### src/rtl/uart_rx_8n1.sv
// uart_rx_8n1 -- UART receiver for 8 data bits, 1 stop bit, LSB first.
//
// Optional even parity (8E1 frames) is enabled by defining UART_RX_PARITY_EN.
// In the default build the frame is 8N1 and parity_err is constant 0.
//
// Parameters:
//   CLK_HZ     input clock frequency in Hz
//   BAUD       serial bit rate
// Ports:
//   clk        system clock, all logic on the rising edge
//   rst_n      asynchronous active-low reset
//   rx         asynchronous serial input, idle high
//   rx_data    last correctly framed byte
//   rx_valid   one-cycle pulse when rx_data is updated
//   frame_err  one-cycle pulse when the stop bit is sampled low
//   parity_err one-cycle pulse on an even-parity mismatch (0 without parity)
//   busy       high whenever the receiver FSM is not idle
module uart_rx_8n1 #(
  parameter int CLK_HZ = 12000000,
  parameter int BAUD   = 9600
) (
  input  logic       clk,
  input  logic       rst_n,
  input  logic       rx,
  output logic [7:0] rx_data,
  output logic       rx_valid,
  output logic       frame_err,
  output logic       parity_err,
  output logic       busy
);

  localparam int BIT_CYCLES = CLK_HZ / BAUD;
  localparam int HALF       = BIT_CYCLES / 2;
  localparam int CNT_W      = $clog2(BIT_CYCLES + 1);
  localparam logic [CNT_W-1:0] BIT_LOAD  = CNT_W'(BIT_CYCLES);
  localparam logic [CNT_W-1:0] HALF_LOAD = CNT_W'(HALF);

  typedef enum logic [2:0] {
    IDLE,
    START,
    DATA,
    PARITY,
    STOP,
    BREAK
  } state_t;

  state_t           state, state_next;
  logic             rx_s1, rx_s2, rx_prev;
  logic [CNT_W-1:0] cnt, cnt_next;
  logic [2:0]       bit_idx, bit_idx_next;
  logic [7:0]       shift_reg, shift_next;
  logic [7:0]       data_next;
  logic             valid_next, ferr_next;
  logic             cnt_done;
`ifdef UART_RX_PARITY_EN
  logic             par_bit, par_next, perr_next;
`endif

  // A loaded value of N expires on the Nth clock, so the counter is done at 1.
  assign cnt_done = (cnt <= CNT_W'(1));
  assign busy     = (state != IDLE);

  // Two-flop synchronizer plus one history flop for falling-edge detection;
  // all idle-high so reset never looks like a start edge.
  always_ff @(posedge clk or negedge rst_n) begin
    if (!rst_n) begin
      rx_s1   <= 1'b1;
      rx_s2   <= 1'b1;
      rx_prev <= 1'b1;
    end else begin
      rx_s1   <= rx;
      rx_s2   <= rx_s1;
      rx_prev <= rx_s2;
    end
  end

  // State register and datapath registers; outputs are registered pulses.
  always_ff @(posedge clk or negedge rst_n) begin
    if (!rst_n) begin
      state     <= IDLE;
      cnt       <= '0;
      bit_idx   <= '0;
      shift_reg <= '0;
      rx_data   <= '0;
      rx_valid  <= 1'b0;
      frame_err <= 1'b0;
`ifdef UART_RX_PARITY_EN
      par_bit    <= 1'b0;
      parity_err <= 1'b0;
`endif
    end else begin
      state     <= state_next;
      cnt       <= cnt_next;
      bit_idx   <= bit_idx_next;
      shift_reg <= shift_next;
      rx_data   <= data_next;
      rx_valid  <= valid_next;
      frame_err <= ferr_next;
`ifdef UART_RX_PARITY_EN
      par_bit    <= par_next;
      parity_err <= perr_next;
`endif
    end
  end

`ifndef UART_RX_PARITY_EN
  assign parity_err = 1'b0;
`endif

  // Next-state and datapath logic. Only IDLE looks for a start edge, so a
  // falling edge inside a frame never restarts reception.
  always_comb begin
    state_next   = state;
    cnt_next     = (cnt != '0) ? cnt - CNT_W'(1) : cnt;
    bit_idx_next = bit_idx;
    shift_next   = shift_reg;
    data_next    = rx_data;
    valid_next   = 1'b0;
    ferr_next    = 1'b0;
`ifdef UART_RX_PARITY_EN
    par_next     = par_bit;
    perr_next    = 1'b0;
`endif
    case (state)
      IDLE: begin
        if (rx_prev && !rx_s2) begin
          state_next = START;
          cnt_next   = HALF_LOAD;
        end
      end
      START: begin
        if (cnt_done) begin
          if (!rx_s2) begin
            state_next   = DATA;
            cnt_next     = BIT_LOAD;
            bit_idx_next = '0;
          end else begin
            state_next = IDLE;
            cnt_next   = '0;
          end
        end
      end
      DATA: begin
        if (cnt_done) begin
          shift_next   = {rx_s2, shift_reg[7:1]};
          cnt_next     = BIT_LOAD;
          bit_idx_next = bit_idx + 3'd1;
          if (bit_idx == 3'd7) begin
`ifdef UART_RX_PARITY_EN
            state_next = PARITY;
`else
            state_next = STOP;
`endif
          end
        end
      end
      PARITY: begin
`ifdef UART_RX_PARITY_EN
        if (cnt_done) begin
          par_next   = rx_s2;
          cnt_next   = BIT_LOAD;
          state_next = STOP;
        end
`else
        state_next = IDLE;
`endif
      end
      STOP: begin
        if (cnt_done) begin
          cnt_next = '0;
          if (!rx_s2) begin
            // A bad stop bit outranks a parity error.
            ferr_next  = 1'b1;
            state_next = BREAK;
          end else begin
            state_next = IDLE;
`ifdef UART_RX_PARITY_EN
            if ((^shift_reg) ^ par_bit) begin
              perr_next = 1'b1;
            end else begin
              valid_next = 1'b1;
              data_next  = shift_reg;
            end
`else
            valid_next = 1'b1;
            data_next  = shift_reg;
`endif
          end
        end
      end
      BREAK: begin
        if (rx_s2) begin
          state_next = IDLE;
        end
      end
      default: begin
        state_next = IDLE;
        cnt_next   = '0;
      end
    endcase
  end

endmodule

### config.mk
export PLATFORM = sky130hd
export DESIGN_NAME = uart_rx_8n1
export DESIGN_NICKNAME = d
export VERILOG_FILES = /design/src/rtl/uart_rx_8n1.sv
export SDC_FILE = /design/constraint.sdc
export NUM_CORES = 1
export LEC_CHECK = 0
export BUFFER_PORTS_ARGS = -buffer_cell sky130_fd_sc_hd__clkbuf_2
export CORE_ASPECT_RATIO = 2
export CORE_MARGIN = 5
export CORE_UTILIZATION = 63
export DETAILED_ROUTE_END_ITERATION = 8
export GPL_ROUTABILITY_DRIVEN = 0
export PLACE_DENSITY = 0.83
export SYNTH_ARGS = -nofsm -noshare
export SYNTH_HDL_FRONTEND = slang
export SYNTH_SLANG_ARGS = --single-unit
### constraint.sdc
create_clock -name clk -period 2.9 [get_ports clk]
set_input_delay 0.58 -clock clk [delete_from_list [all_inputs] [get_ports clk]]
set_output_delay 0.58 -clock clk [all_outputs]
set_load 0.01 [all_outputs]
Word-level counts from Yosys, hierarchy flattened. Index checks and enable logic that the tools add are counted.

Bits in registers: 38. Output and inout bits: 12. Word-level logic and storage cells: 63.

Mux-type cells: 26. Order comparisons: 1. Add/subtract/negate cells: 2. Reductions and logical operators: 11. Eq/ne operators: 13.

Operators by type and width (count): two-way mux 11 bit (6); one-hot mux 11 bit (5 select lines) (1); two-way mux 3 bit (10); one-hot mux 3 bit (5 select lines) (1); inequality test 2 bit (second input constant) (7); <= comparator 11 x 1 -> 1 bit (second input constant) (1); nonzero test 11 bit (1); subtractor 11 x 1 -> 11 bit (second input constant) (1); equality test 3 bit (second input constant) (3); equality test 3 x 2 -> 1 bit (second input constant) (2); two-way mux 1 bit (6); one-hot mux 3 bit (2 select lines) (1); AND reduction 6 bit (1); AND reduction 4 bit (1); adder 3 x 1 -> 3 bit (second input constant) (1); equality test 3 x 1 -> 1 bit (second input constant) (1); zero test 3 bit (1); AND reduction 3 bit (1); nonzero test 3 bit (1); two-way mux 2 bit (1); AND reduction 2 bit (1); nonzero test 2 bit (1); OR reduction 2 bit (1); logical AND 1 bit (1); zero test 1 bit (1).

Depth between registers and ports, before layout.
Depth in word-level cells: 4. Mapped depth: 8.

Least setup slack after synthesis. No wires, ideal clock.

Path kind: reg2reg. From: reg rx_s2. To: reg rx_data[0]. Setup time: 0.125 ns. Stages on the path, launching flop included: 6. Data required time: 2.775 ns. Data arrival time: 1.659 ns. Path slack: 1.116 ns. Cell sequence: dfstp_2 buf_2 nor4b_1 nand4_1 nor2_4 mux2_2.

Cells in the longest elaborated chain, start to end: 1.

Ends and longest elaborated chain: start, declared (line 48) `logic rx_s1, rx_s2, rx_prev;`; start signal, assigned (line 72) `rx_s2 <= rx_s1;`; AND reduction 3 bit (no source line); end signal, assigned (line 96) `rx_data <= data_next;`; end, declared (line 25) `output logic [7:0] rx_data,`.

No other way between the ends. A chain may end at the register's enable or synchronous reset.

Worst setup path after layout.
From: reg rx_s2. To: reg rx_data[7].

Same word-level chain as after synthesis.

==> flow_summary.ini <==
[status]
status = complete, no violations

[critical_path]
end_kind = flip-flop
critPathMaxFanout = 10
start_kind = flip-flop
reg2regPathDepth = 4
r2r_end = rx_data[7]
critical_path_arrival_ns = 2.24
required_ns = 3.08
reg2reg_slack_ns = 0.84
critPathKind = reg -> reg
r2r-start = rx_s2

[cells_and_area]
largest_reg_flops = 11
final_cell_mix = dfrtp_1, nand2_1, clkbuf_2, a21oi_1, nor2_1
n_fill_cell = 206
fin_area_um2 = 2050
areaGrowthSynthToFinish_pct = 10.6
instances_no_fill = 226
nets = 203
final_layout_size_suffix_gt1_frac = 0.209
layout_commonest_cell = dfrtp_1
num_antenna_cells = 0

[clocking]
cts_root_buffer = clkbuf_8
post_cts_resized = 0
htreeDepth = 2
clkSinkCount = 38
clkTransAtPathRegs_ns = 0.07
clk_path_buf_depth = 2
ctsHoldBuffers = 0
cts_tree = built
clk_latency_ns = 0.30
cts_setup_buffers = 0
cts_buffers = 5

[drt]
wirelength_um = 4080
drtIter0Drc = 50
drt-pass1-iter-count = 4
vias_per_cell = 6.25
vias = 1413
wl_per_cell_um = 18.0
drc = 0
ant_nets = 0

[global_route]
grt_pass1_vias = 1553
grt_pass1_wl_um = 7160
antenna_found_initial = 0
grt_usage = 0.217
grt_max_degree = 39
gr-total-overflow = 0

[floorplanning]
start_util = 0.639
dieHeight_um = 86.8
floorplan.die.width_um = 48.4
dieArea_um2 = 4200
ios = 15
design.core.area_um2 = 2910
fp-row-count = 28

[yosys]
ys_top_cells_by_area = dfrtp_1, nand2_1, dfstp_2
synth-compound-area-share = 0.104
syn_inst = 181
synth_top_area_cell = dfrtp_1
syn_nets = 189
synth_adder_area_share = 0.0337
yosysSeqAreaShare = 0.514
synth_top_area_frac = 0.472
muxShareOfSynthArea = 0.0539
syn_area_um2 = 1860
netlist-cell-type-count = 45
synth-xor-area-share = 0.0189
synth_area_per_cell_um2 = 10.3
synth_top_family_by_area = simple AND/OR/NAND/NOR gates
yosysWarnings = 0
synth_seq_cells = 38
synth-simple-area-share = 0.243

[placement]
dpl.cell_count = 218
place_area_um2 = 1920
io_buffers = 13
dpl.hpwl_um = 2840

[pwr]
power.leakage_nw = 1.00
ir_drop_v = 0.000710
pwr_density_cell_nw_per_um2 = 843
power_mw = 1.73

[timing]
max_freq_mhz = 486
period_minus_slack_ns = 2.06
slew_headroom = 0.399
rsz0062_at_grt = false
period_share = 0.709
maxSlewViolCount = 0
final-setup-viol-count = 0
worst_pin_slew_ns = 0.902
hold_violations = 0
finClkSkew_ns = 0.00831
finalSetupTns_ns = 0

[min_path]
holdPathEnd = rx_s2
hold_start = rx_s1
worstHoldPathCells = 0
hold_path_class = reg -> reg

[flow_run]
maxCapViolations = 0
## critical path, stage by stage (launching register included)
cell and delay [ns]:
dfstp_2 0.63, nor4b_1 0.34, nand4_1 0.24, nor2_4 0.34
mux2_2 0.39
## power breakdown
part,switching (mW),leakage (nW),internal [mW]
clock,0.195,0.0683,0.345
sequential,0.120,0.496,0.615
combinational,0.268,0.440,0.190
## cells by family (layout without fill, tap and decap cells)
kind of cell | after synthesis | in the layout
AND/OR/NAND/NOR | 85 | 85
XOR/XNOR | 4 | 4
flip-flops | 38 | 38
buffers and inverters | 9 | 24
other | 1 | 1
AO/OA/AOI/OAI | 30 | 30
adder cells (fa/ha/maj) | 5 | 5
multiplexers | 9 | 9
## per-stage QoR
stage               hold WS (ns)  worst slack [ns]  utilization
finish                     0.358             0.843        0.706
global route               0.368             0.712        0.706
CTS                        0.359             0.850        0.706
detailed placement         0.349             0.889        0.659
global placement           0.347             0.977        0.659
floorplan                  0.284              1.12            -
## per-layer routing
layer	vias up	global-route usage	part of all wire
met5	-	0	0
li1	659	-	-
met3	15	0.0413	0.031
met4	0	0.139	0.036
met1	700	0.219	0.37
met2	39	0.393	0.57
## final cells by class
type | instances | area, um^2 | share of cell area
multi-input combinational | 134 | 847 | 0.413
timing repair buffer | 13 | 65.1 | 0.0317
inverter | 3 | 11.3 | 0.00548
clock inverter | 3 | 68.8 | 0.0335
clock buffer | 5 | 68.8 | 0.0335
tap | 30 | 37.5 | 0.0183
sequential | 38 | 955 | 0.465
## synthesized netlist by cell type
master     n
nor2_2     1
nor2_4     1
nor2_1    10
and4_1     1
nor4b_1    1
or3b_1     1
buf_2      2
mux2_1     1
or3_1      3
nand3_2    1
dfstp_2    3
a22oi_2    1
a21oi_1   11
clkbuf_1   1
ha_1       5
nand4_1    5
o21ai_2    1
o21bai_1   1
a31oi_1    1
a32o_1     1
conb_1     1
mux2i_1    1
nand3b_1   3
nor3_1     2
nand3b_2   1
a211o_1    1
o31ai_1    1
xnor2_1    4
dfrtp_1   35
buf_4      1
o21ai_0    7
o211ai_1   1
and3_1     1
nor3_2     3
nor3b_1    1
nor4_1     1
nand2b_1   4
buf_6      2
nand3_1    8
inv_1      3
nor2b_1    2
or3_4      1
mux2_2     7
nand2_1   34
a22o_1     4
## how the worst max path moves through the flow
stage	slack, ns	end	startpoint	cells past startpoint
after CTS	0.85	bit_idx[1]	cnt[2]	4
final	0.84	rx_data[7]	rx_s2	4
after detailed placement	0.89	rx_data[2]	rx_s2	4
after floorplan	1.12	rx_data[0]	rx_s2	5
after global placement	0.98	rx_data[2]	rx_s2	4
after global routing	0.71	shift_reg[5]	cnt[2]	5
Note: power is estimated with default switching activity, not from simulation.
